**config.mk**
```make
export PLATFORM = sky130hd
export DESIGN_NAME = ultrasonic_scheduler
export DESIGN_NICKNAME = d
export VERILOG_FILES = /design/src/rtl/ultrasonic_scheduler.sv
export SDC_FILE = /design/constraint.sdc
export NUM_CORES = 1
export LEC_CHECK = 0
export CAP_MARGIN = 20
export CORE_AREA = 2 2 91 93
export CTS_CLUSTER_DIAMETER = 40
export DETAILED_ROUTE_END_ITERATION = 10
export DIE_AREA = 0 0 93 95
export GPL_ROUTABILITY_DRIVEN = 0
export PLACE_DENSITY = 0.89
export SLEW_MARGIN = 20
export SYNTH_ARGS = -nofsm -noshare
export SYNTH_HDL_FRONTEND = slang
export SYNTH_SLANG_ARGS = --single-unit
```
**constraint.sdc**
```tcl
create_clock -name clk -period 3.3 [get_ports clk]
set_input_delay 0.33 -clock clk [delete_from_list [all_inputs] [get_ports clk]]
set_output_delay 0.33 -clock clk [all_outputs]
set_load 0.005 [all_outputs]
```
**src/rtl/ultrasonic_scheduler.sv**
```systemverilog
// Ultrasonic ranging scheduler for an HC-SR04-style sensor.
// Fires a trigger pulse on a fixed period, times the returned echo in clk
// cycles, and aborts with an all-ones result when the echo never arrives or
// never ends. Results are published with a one-cycle valid strobe.
module ultrasonic_scheduler #(
    parameter int TRIG_CYCLES    = 500,
    parameter int PERIOD_CYCLES  = 3000000,
    parameter int TIMEOUT_CYCLES = 1500000,
    parameter int CNT_W          = 16
) (
    input  logic             clk,
    input  logic             rst,
    input  logic             enable_i,
    input  logic             echo_i,
    output logic             trig_o,
    output logic [CNT_W-1:0] echo_counter,
    output logic             valid_o,
    output logic             timeout_o,
    output logic             busy_o
);

    // One phase counter serves both the trigger pulse and the two timeouts.
    localparam int PHASE_MAX = (TRIG_CYCLES > TIMEOUT_CYCLES) ? TRIG_CYCLES : TIMEOUT_CYCLES;
    localparam int PH_W      = $clog2(PHASE_MAX + 1);
    localparam int PER_W     = $clog2(PERIOD_CYCLES + 1);

    localparam logic [PH_W-1:0]  TRIG_LAST   = PH_W'(TRIG_CYCLES - 1);
    localparam logic [PH_W-1:0]  TMO_LAST    = PH_W'(TIMEOUT_CYCLES - 1);
    localparam logic [PER_W-1:0] PERIOD_MAX  = PER_W'(PERIOD_CYCLES);
    localparam logic [PER_W-1:0] PERIOD_LAST = PER_W'(PERIOD_CYCLES - 1);
    localparam logic [CNT_W-1:0] CNT_MAX     = '1;
    localparam logic [CNT_W-1:0] CNT_ONE     = CNT_W'(1);

    typedef enum logic [2:0] {
        IDLE,
        TRIG,
        WAIT_RISE,
        MEASURE,
        DONE,
        HOLDOFF
    } state_t;

    state_t           state;
    logic             echo_m;
    logic             echo_s;
    logic [PH_W-1:0]  phase_cnt;
    logic [PER_W-1:0] period_cnt;
    logic [CNT_W-1:0] width_cnt;
    logic             period_done;

    // The period is complete on the edge where the counter reaches
    // PERIOD_CYCLES, so consecutive trigger rises are exactly PERIOD_CYCLES apart.
    assign period_done = (period_cnt >= PERIOD_LAST);

    // Two-flop synchronizer for the asynchronous echo pin.
    // NOTE: the second flop (echo_s) is the only echo copy the FSM may look at;
    // echo_m can still be metastable.
    always_ff @(posedge clk or negedge rst) begin
        if (!rst) begin
            echo_m <= 1'b0;
            echo_s <= 1'b0;
        end else begin
            echo_m <= echo_i;
            echo_s <= echo_m;
        end
    end

    // Measurement FSM with registered outputs and all timing counters.
    // NOTE: sequential state uses non-blocking assignments only, so the order
    // of statements below never changes what the other branches observe.
    always_ff @(posedge clk or negedge rst) begin
        if (!rst) begin
            state        <= IDLE;
            trig_o       <= 1'b0;
            echo_counter <= '0;
            valid_o      <= 1'b0;
            timeout_o    <= 1'b0;
            busy_o       <= 1'b0;
            phase_cnt    <= '0;
            period_cnt   <= '0;
            width_cnt    <= '0;
        end else begin
            // Strobes default low; only the transition into DONE raises them.
            valid_o   <= 1'b0;
            timeout_o <= 1'b0;

            if (busy_o && period_cnt != PERIOD_MAX) begin
                period_cnt <= period_cnt + 1'b1;
            end

            case (state)
                IDLE: begin
                    if (enable_i && !echo_s) begin
                        state      <= TRIG;
                        trig_o     <= 1'b1;
                        busy_o     <= 1'b1;
                        period_cnt <= '0;
                        phase_cnt  <= '0;
                    end
                end

                TRIG: begin
                    if (phase_cnt == TRIG_LAST) begin
                        state     <= WAIT_RISE;
                        trig_o    <= 1'b0;
                        phase_cnt <= '0;
                    end else begin
                        phase_cnt <= phase_cnt + 1'b1;
                    end
                end

                WAIT_RISE: begin
                    if (echo_s) begin
                        state     <= MEASURE;
                        width_cnt <= CNT_ONE;
                        phase_cnt <= '0;
                    end else if (phase_cnt == TMO_LAST) begin
                        state        <= DONE;
                        echo_counter <= CNT_MAX;
                        valid_o      <= 1'b1;
                        timeout_o    <= 1'b1;
                    end else begin
                        phase_cnt <= phase_cnt + 1'b1;
                    end
                end

                MEASURE: begin
                    // Echo fall is checked first so it wins over a coincident timeout.
                    if (!echo_s) begin
                        state        <= DONE;
                        echo_counter <= width_cnt;
                        valid_o      <= 1'b1;
                    end else if (phase_cnt == TMO_LAST) begin
                        state        <= DONE;
                        echo_counter <= CNT_MAX;
                        valid_o      <= 1'b1;
                        timeout_o    <= 1'b1;
                    end else begin
                        phase_cnt <= phase_cnt + 1'b1;
                        if (width_cnt != CNT_MAX) begin
                            width_cnt <= width_cnt + 1'b1;
                        end
                    end
                end

                DONE: begin
                    state     <= HOLDOFF;
                    phase_cnt <= '0;
                end

                HOLDOFF: begin
                    // A stuck-high echo parks the FSM here; never retrigger mid-echo.
                    if (period_done && !echo_s) begin
                        if (enable_i) begin
                            state      <= TRIG;
                            trig_o     <= 1'b1;
                            period_cnt <= '0;
                            phase_cnt  <= '0;
                        end else begin
                            state  <= IDLE;
                            busy_o <= 1'b0;
                        end
                    end
                end

                default: begin
                    state  <= IDLE;
                    trig_o <= 1'b0;
                    busy_o <= 1'b0;
                end
            endcase
        end
    end

endmodule

```
==> run_results.csv, run 1 <==
group,metric,value,unit
run_status,status,"completed",
sta,hold_violations,0,
synthesis,synth_flop_cell,"dfrtp_1",
synthesis,synth_area_per_cell,9.36,um2
final_layout,fin_cells,617,
place,port_buffers,23,
routing,wl_per_cell,16.1,um
grt,antenna_found_initial,0,
sta,rsz0062_at_grt,"no",
synthesis,synth_cell_types,68,
synthesis,yosys_warnings,0,
worst_setup_path,slowest_delay,0.58,ns
worst_setup_path,slowest_stage,"dfrtp_1",
floorplanning,ios,24,
final_layout,fin_nets,515,
place,dp_hpwl,6790,um
final_layout,area_delta_synth_final,10.3,%
worst_setup_path,reg2reg_depth,6,
place,placed_cells,601,
cts,cts-resized-gates,0,
pwr,power_density,416,nW/um2
cts,clock-sinks,84,
sta,setup_violations,0,
synthesis,yosys.area.top_type,"dfrtp_1",
worst_setup_path,end_kind,"register",
routing,vias,3813,
place,dpl_cell_area,4850,um2
worst_setup_path,required,3.60,ns
synthesis,synth_top_area_share,0.461,
run,max-cap-violations,0,
pwr,intPower,1.48,mW
sta,tightest_slew,0.780,ns
sta,fin_crit_sh,0.771,
synthesis,synth_edf_count,0,
worst_setup_path,cp_cell_sequence,"nor2b_1 -> nand2_1 -> a31o_2 -> a21oi_2 -> or4b_1 -> nand3_1",
floorplanning,placementRows,33,
floorplanning,die_w,93,um
synthesis,synthArstFlopShare,1.00,
synthesis,syn_nets,495,
grt,grt_max_degree,85,
pwr,p_sw_frac,0.294,
routing,drtIter0Drc,313,
final_layout,final_cell_area,5030,um2
pwr,p_leak,2.05,nW
synthesis,synth_area_leaders,"dfrtp_1, nor2_1, nand2_1, nand3_1, o22a_1",
sta,slew_violations,0,
cts,cts_buffer_depth,2,
cts,cts_buffers,9,
grt,grt_overflow_total,0,
worst_setup_path,cp-start-kind,"register",
synthesis,synth_seq_cells,84,
cts,htreeDepth,3,
routing,postRouteWirelength,9940,um
sta,finClkSkew,0.0111,ns
worst_setup_path,crit_arrival,2.85,ns
grt,grt_pass1_vias,3533,
cts,cts_tree,"done",
final_layout,antenna_cells,0,
synthesis,syn_area,4560,um2
sta,max_freq,0.393,GHz
final_layout,drive_gt1_frac,0.0957,
floorplanning,coreArea,7930,um2
pwr,switching_power,616,uW
pwr,irDropWorstVdd,0.000306,V
routing,drt_pass1_iterations,5,
floorplanning,start_util,0.575,
synthesis,synth_cells,487,
sta,period_needed,2.54,ns
grt,grt_first_pass_wirelength,17200,um
cts,clkLatencyLatePin,0.37,ns
routing,via_per_inst,6.18,
pwr,p_comb_frac,0.102,
min_path,hp-class,"input pin to asynchronous set/reset pin",
grt,track_usage,0.246,
sta,setup_slack,0.757,ns
worst_setup_path,crit_fanout,13,
pwr,clkPwrFrac,0.326,
place,pre_cts_slack,0.820,ns
floorplanning,fp.dieH,95,um
cts,clk_pin_slew_worst_paths,0.09,ns
routing,ant_nets,0,
sta,max_slew_margin,0.473,
cts,ctsHoldBuffers,0,
worst_setup_path,path_class,"register to register",
synthesis,seq_area_frac_synth,0.461,
cts,postCtsSetupBuffers,0,
sta,fin_tns_setup,0,ns
pwr,p_seq_frac,0.571,
cts,root_buffer,"clkbuf_8",
floorplanning,fp.dieArea,8840,um2
routing,drc_errors,0,
[metrics by stage]
step | util | hold slack [ns] | power [mW]
6_report | 0.635 | 0.000888 | 2.10
4_1_cts | 0.634 | 0.182 | 2.12
5_1_grt | 0.635 | 0.0797 | 2.20
3_5_place_dp | 0.612 | 0.335 | 1.43
3_3_place_gp | 0.612 | 0.334 | 1.41
2_1_floorplan | - | 0.0344 | 1.36
[per-layer routing]
layer	GRT usage	up-vias	wire (um)
met5	0	-	0
met4	0.0931	0	182
met3	0.0511	15	444
met2	0.380	109	4830
met1	0.343	1869	4480
li1	-	1820	-
[worst max-delay path: cells and delay by family (launching register included)]
family,cells,cell delay [ns]
flip-flops,1,0.58
AND/OR/NAND/NOR,4,1.30
AO/OA/AOI/OAI,2,0.60
[area by class of cell]
cell class | count | area [um2]
timing repair buffer | 28 | 269
inverter | 22 | 82.6
sequential | 84 | 2100
tap | 105 | 131
clock buffer | 9 | 124
clock inverter | 7 | 56.3
fill | 636 | 2900
multi-input combinational | 362 | 2270
[final timing paths]
check | start | slack [ns] | endpoint
worst max-delay path | state[1] | 0.76 | width_cnt[5]
worst min-delay path | rst | 0.0009 | period_cnt[7]
worst max register to register | state[1] | 0.76 | width_cnt[5]
worst min register to register | echo_m | 0.35 | echo_s
max in group asynchronous | rst | 2.79 | phase_cnt[19]
min in group clk | echo_m | 0.35 | echo_s
[synth_stat cells (2+ instances only)]
| cell | instances |
|---|---|
| o22a_1 | 16 |
| buf_1 | 2 |
| nand4_1 | 19 |
| buf_6 | 4 |
| nor4_1 | 5 |
| o21ai_0 | 15 |
| ha_1 | 4 |
| xnor2_1 | 10 |
| o22ai_1 | 2 |
| a21boi_0 | 3 |
| nand4b_1 | 2 |
| inv_1 | 22 |
| nand3_1 | 33 |
| a31o_2 | 2 |
| nor2b_1 | 4 |
| a2111oi_2 | 5 |
| xor2_1 | 16 |
| nor3_2 | 2 |
| a22o_1 | 2 |
| or2_2 | 4 |
| nand2b_1 | 2 |
| o21a_1 | 3 |
| dfrtp_1 | 84 |
| o211ai_1 | 3 |
| o21ai_1 | 6 |
| buf_2 | 7 |
| a31oi_1 | 3 |
| a211oi_1 | 5 |
| nor2_1 | 50 |
| o31ai_1 | 4 |
| nand2_1 | 49 |
| a41oi_1 | 2 |
| or4_1 | 5 |
| and4_1 | 3 |
| nor3_1 | 11 |
| a21oi_1 | 22 |
| and3_1 | 11 |
| a21oi_2 | 2 |
| a21o_1 | 3 |
| or3_1 | 8 |
| clkbuf_1 | 5 |
[sequential cells by signal, summed over array words and instances (netlist names)]
register      flops
trig_o            1
width_cnt        16
echo_s            1
phase_cnt        21
echo_counter     16
state             3
busy_o            1
period_cnt       22
valid_o           1
echo_m            1
timeout_o         1
[power groups by stage]
stage	logic [mW]	clock network (mW)	registers [mW]
final	0.214	0.684	1.20
after global routing	0.254	0.741	1.21
after CTS	0.218	0.704	1.20
after detailed placement	0.215	0	1.22
after global placement	0.203	0	1.21
after floorplan	0.161	0	1.20
[cells by family after synthesis]
kind of cell               share of synthesized area
AOI/OAI and AO/OA                              0.187
and+or+nand+nor                                0.244
DFF                                            0.461
buffers and inverters                         0.0431
muxes                                        0.00219
xor gates and xnor gates                      0.0499
adders and majority gates                     0.0134
[placed cells by master, fill, tap and decap left out, types with 5 or more instances in the layout]
cell	netlist	routed
dfrtp_1	84	84
nor2_1	50	50
nand2_1	49	49
nand3_1	33	33
inv_1	22	22
a21oi_1	22	22
clkdlybuf4s50_1	0	22
nand4_1	19	19
xor2_1	16	16
o22a_1	16	16
o21ai_0	15	15
nor3_1	11	11
and3_1	11	11
xnor2_1	10	10
clkbuf_8	0	9
or3_1	8	8
o21ai_1	6	6
nor4_1	5	5
or4_1	5	5
a2111oi_2	5	5
a211oi_1	5	5
buf_4	1	5
Note: power is estimated with default switching activity, not from simulation.
==> inputs of run 2 (changes only) <==
- CORE_AREA: 2 2 91 93 -> 2 2 95 97
- DIE_AREA: 0 0 93 95 -> 0 0 97 99
- PLACE_DENSITY: 0.89 -> 0.86
- clock period: 3.3 -> 2.2 ns (I/O delays scaled with it)
==> run 2 against run 1 <==
Net effect:
- the run now ends with setup timing left
- count of clock-buffer cells in the layout unchanged
- first-iteration DRC count rose by 17%
- final area grew 13%
- non-clock buffer count rose by 61
- die area grew 8.7%
- power grew 65%
- global-route usage rose by 0.24 points
==> run_results.csv, run 2 (synthesized netlist as in run 1, its figures left out) <==
group,metric,value,unit
run_status,status,"finished with violations",
run_status,violations,"setup timing",
worst_setup_path,cp_cell_sequence,"ha_2 -> nor2b_2 -> nand4_1 -> o31ai_4 -> o31ai_4 -> a211oi_1 -> o21ai_1",
final_layout,largest_reg_flops,22,
sta,finClkSkew,0.0120,ns
floorplanning,placementRows,34,
worst_setup_path,cp-start-kind,"register",
cts,clkLatencyLatePin,0.37,ns
worst_setup_path,required,2.42,ns
routing,via_per_inst,6.18,
worst_setup_path,slowest_stage,"o31ai_4",
floorplanning,ios,24,
cts,htreeDepth,3,
cts,clock-sinks,84,
routing,drc_errors,0,
worst_setup_path,end_kind,"register",
sta,max_slew_margin,0.664,
floorplanning,die_w,97,um
sta,setup_slack,-0.0382,ns
grt,grt_first_pass_wirelength,19700,um
routing,drt_pass1_iterations,5,
cts,cts_buffer_depth,2,
routing,drtIter0Drc,365,
final_layout,area_delta_synth_final,24.4,%
place,dp_hpwl,8100,um
final_layout,final_cell_area,5670,um2
floorplanning,coreArea,8550,um2
routing,postRouteWirelength,12100,um
cts,cts_tree,"done",
min_path,hp-class,"input pin to register",
final_layout,top_regs,"period_cnt x22, phase_cnt x21",
run,max-cap-violations,0,
final_layout,antenna_cells,0,
floorplanning,fp.dieArea,9600,um2
worst_setup_path,crit_family,"compound AO/OA/AOI/OAI gates",
sta,period_needed,2.24,ns
final_layout,largest-register,"period_cnt",
worst_setup_path,crit_arrival,2.46,ns
grt,antenna_found_initial,0,
sta,slew_violations,0,
sta,hold_violations,0,
worst_setup_path,crit_buf_inv,0,
worst_setup_path,path_class,"register to register",
final_layout,layout_commonest_cell,"dfrtp_1",
sta,rsz0062_at_grt,"yes",
grt,grt_overflow_total,0,
sta,setup_violations,3,
sta,max_freq,0.447,GHz
routing,ant_nets,0,
worst_setup_path,crit_fanout,11,
worst_setup_path,crit_path_frequent_cell,"o31ai_4",
routing,vias,4210,
sta,fin_crit_sh,1.02,
pwr,power_density,608,nW/um2
place,dpl_cell_area,5240,um2
floorplanning,fp.dieH,99,um
pwr,irDropWorstVdd,0.000309,V
worst_setup_path,slowest_delay,0.45,ns
grt,track_usage,0.248,
cts,clk_pin_slew_worst_paths,0.09,ns
pwr,total_power,3.45,mW
pwr,p_leak,2.40,nW
cts,root_buffer,"clkbuf_8",
final_layout,drive_gt1_frac,0.215,
grt,grt_max_degree,50,
place,port_buffers,23,
sta,tightest_slew,0.499,ns
cts,cts_buffers,9,
floorplanning,start_util,0.533,
final_layout,fin_nets,576,
final_layout,final_cell_mix,"dfrtp_1, buf_4, nor2_1, nand2_1, nand3_1",
routing,wl_per_cell,17.8,um
grt,grt_pass1_vias,4171,
[run 2: worst paths after layout]
kind	startpoint	slack, ns	endpoint	cells after the start
worst max-delay path	phase_cnt[0]	-0.04	phase_cnt[4]	7
worst min-delay path	echo_i	0.29	echo_m	1
worst max register to register	phase_cnt[0]	-0.04	phase_cnt[4]	7
worst min register to register	echo_m	0.36	echo_s	0
max in group asynchronous	rst	1.22	phase_cnt[3]	3
min in group asynchronous	rst	0.35	period_cnt[5]	2
[run 2: final cells by class]
class,count,area [um2]
Sequential cell,84,2110
Inverter,22,82.6
Multi-Input combinational cell,362,2370
Timing Repair Buffer,89,749
Tap cell,108,135
Fill cell,595,2880
Clock inverter,7,104
Clock buffer,9,124
[run 2: timing repair]
item | CTS | global route
pin swaps | 1 | 7
endpoints found under the hold margin | 35 | 0
resized for setup | 5 | 20
endpoints found under the setup margin | 18 | 26
setup buffers | 3 | 7
hold buffers | 1 | 0
[run 2: power by group]
part	switching (mW)	total (mW)	internal [mW]
clock network	0.607	1.26	0.658
registers	0.129	1.79	1.66
logic	0.214	0.397	0.183
total	0.950	3.45	2.50
[run 2: metrics by stage]
stage               TNS [ns]  utilization  std cells  setup slack, ns  hold WS [ns]
finish               -0.0704        0.664        681          -0.0382         0.290
global route          -0.620        0.664        681           -0.208         0.314
floorplan                  0            -        487            0.147       -0.0756
CTS                        0        0.646        674          0.00660         0.291
global placement      -0.111        0.613        654          -0.0492         0.199
detailed placement     -1.45        0.613        654           -0.202         0.212
[run 2: per-layer routing]
metal  vias up  wire length, um  GRT usage
li1       1940                -          -
met1      2069             5100      0.322
met2       175             6120      0.415
met3        26              628     0.0355
met4         0              259      0.114
met5         -                0          0
==> inputs of run 3 (changes only) <==
- ABC_CLOCK_PERIOD_IN_PS: unset -> 2200
- CTS_BUF_LIST: unset -> sky130_fd_sc_hd__clkbuf_16
- SKIP_LAST_GASP: unset -> 1
==> run 3 against run 2 <==
Net effect:
- the run still ends with setup timing left
- power is 12% higher
- worst setup slack better by 0.032 ns
- core utilization increased by 2.2 points
- sequential share of layout area fell by 1.2 points
- count of clock-buffer cells in the layout unchanged
- combinational power barely moved
- critical endpoint is now phase_cnt[6]
- highest routed layer unchanged
==> run_results.csv, run 3 (synthesized netlist as in run 1, its figures left out) <==
group,metric,value,unit
grt,track_usage,0.257,
worst_setup_path,r2r-end,"phase_cnt[6]",
worst_setup_path,required,2.43,ns
pwr,p_seq_frac,0.464,
sta,period_needed,2.21,ns
routing,vias,4387,
cts,clkLatencyLatePin,0.35,ns
pwr,irDropWorstVdd,0.000371,V
floorplanning,fp.dieArea,9600,um2
final_layout,final_cell_area,5860,um2
final_layout,layout_commonest_cell,"dfrtp_1",
worst_setup_path,r2r-start,"phase_cnt[3]",
routing,drt_pass1_iterations,5,
cts,cts_buffer_depth,2,
place,placed_cells,654,
cts,root_buffer,"clkbuf_16",
min_path,hp-class,"input pin to register",
sta,finClkSkew,0.00838,ns
final_layout,final.fill_count,554,
floorplanning,coreArea,8550,um2
place,port_buffers,23,
cts,cts_buffers,9,
pwr,switching_power,1.00,mW
floorplanning,ios,24,
worst_setup_path,path_class,"register to register",
worst_setup_path,regToRegSetupSlack,-0.006,ns
cts,htreeDepth,3,
floorplanning,start_util,0.533,
final_layout,fin_cells,690,
cts,clk_pin_slew_worst_paths,0.06,ns
sta,max_slew_margin,0.642,
run,max-cap-violations,0,
worst_setup_path,crit_buf_inv,1,
final_layout,drive_gt1_frac,0.227,
sta,slew_violations,0,
grt,antenna_found_initial,0,
routing,drtIter0Drc,412,
cts,cts_tree,"done",
grt,grt_overflow_total,0,
place,pre_cts_slack,-0.202,ns
worst_setup_path,slowest_delay,0.44,ns
pwr,intPower,2.86,mW
worst_setup_path,reg2reg_depth,7,
routing,wl_per_cell,18.4,um
cts,clock-sinks,84,
final_layout,fin_nets,585,
pwr,clkPwrFrac,0.432,
run_status,violations,"setup timing",
place,dpl_cell_area,5240,um2
final_layout,largest-register,"period_cnt",
final_layout,area_delta_synth_final,28.5,%
pwr,p_leak,2.49,nW
routing,drc_errors,0,
run_status,status,"finished with violations",
sta,fin_crit_sh,1.00,
sta,hold_violations,0,
sta,setup_violations,1,
pwr,p_comb_frac,0.103,
floorplanning,die_w,97,um
worst_setup_path,cp_cell_sequence,"nor4_2 -> nand4_1 -> o31ai_4 -> buf_6 -> a21oi_4 -> a21o_1 -> a22o_1",
sta,rsz0062_at_grt,"yes",
final_layout,antenna_cells,0,
worst_setup_path,cp-start-kind,"register",
place,dp_hpwl,8100,um
sta,setup_slack,-0.00599,ns
worst_setup_path,slowest_stage,"dfrtp_2",
sta,max_freq,0.453,GHz
final_layout,top_regs,"period_cnt x22, phase_cnt x21",
floorplanning,fp.dieH,99,um
min_path,min_to,"echo_m",
sta,tightest_slew,0.534,ns
sta,whs,0.315,ns
worst_setup_path,crit_fanout,13,
min_path,hold_path_depth,1,
worst_setup_path,crit_arrival,2.44,ns
routing,via_per_inst,6.36,
pwr,power_density,658,nW/um2
final_layout,largest_reg_flops,22,
worst_setup_path,crit_family,"compound AO/OA/AOI/OAI gates",
routing,ant_nets,0,
min_path,worstHoldStart,"echo_i",
floorplanning,placementRows,34,
routing,postRouteWirelength,12700,um
final_layout,final_cell_mix,"dfrtp_1, buf_4, nor2_1, nand2_1, nand3_1",
grt,grt_first_pass_wirelength,20200,um
grt,grt_max_degree,50,
pwr,p_sw_frac,0.260,
worst_setup_path,end_kind,"register",
grt,grt_pass1_vias,4270,
run 3: cell count changes in the layout (fill, tap and decap cells not counted), sizes merged:
cell	before	now
buf	66	74
o31ai	6	7
run 3: power groups by stage:
stage	sequential [mW]	combinational, mW	clock, mW
4_1_cts	1.79	0.398	1.68
6_report	1.79	0.399	1.67
5_1_grt	1.81	0.455	1.74
2_1_floorplan	1.79	0.241	0
3_5_place_dp	1.82	0.395	0
3_3_place_gp	1.80	0.368	0
run 3: worst max path at each step:
stage                 startpoint            end  slack (ns)  depth (start not counted)
finish              phase_cnt[3]   phase_cnt[6]      -0.006                          7
global route        phase_cnt[6]       state[0]       -0.09                          7
CTS                 width_cnt[1]   width_cnt[5]        0.03                          7
detailed placement  phase_cnt[0]  phase_cnt[11]       -0.20                          7
global placement    phase_cnt[0]  phase_cnt[13]       -0.05                          7
floorplan           phase_cnt[0]       state[1]        0.15                          8
run 3: layer usage:
metal  vias up  wire length [um]  GRT usage
met3        40               869     0.0426
met2       235              6300      0.423
met1      2154              5200      0.330
li1       1958                 -          -
met4         0               339      0.129
met5         -                 0          0
run 3: cell type report:
cell class | count | area, um2 | share of cell area
timing repair buffer | 97 | 810 | 0.138
clock buffer | 9 | 225 | 0.0384
clock inverter | 7 | 104 | 0.0177
tap | 108 | 135 | 0.0231
multi-input combinational | 363 | 2400 | 0.409
sequential | 84 | 2100 | 0.359
inverter | 22 | 82.6 | 0.0141
run 3: per-stage QoR:
| step | utilization | power (mW) | TNS, ns |
|---|---|---|---|
| after floorplan | - | 2.03 | 0 |
| after global placement | 0.613 | 2.17 | -0.111 |
| after detailed placement | 0.613 | 2.21 | -1.45 |
| after CTS | 0.659 | 3.87 | 0 |
| after global routing | 0.685 | 4.00 | -0.429 |
| final | 0.685 | 3.86 | -0.00599 |
run 3: timing repair:
item / 4_1_cts / 5_1_grt
hold endpoints to repair: 35 / 0
pin swaps: 1 / 8
cloned: 0 / 1
hold buffers: 1 / 0
endpoints found under the setup margin: 17 / 27
gates resized for setup: 7 / 19
buffers inserted: 3 / 15
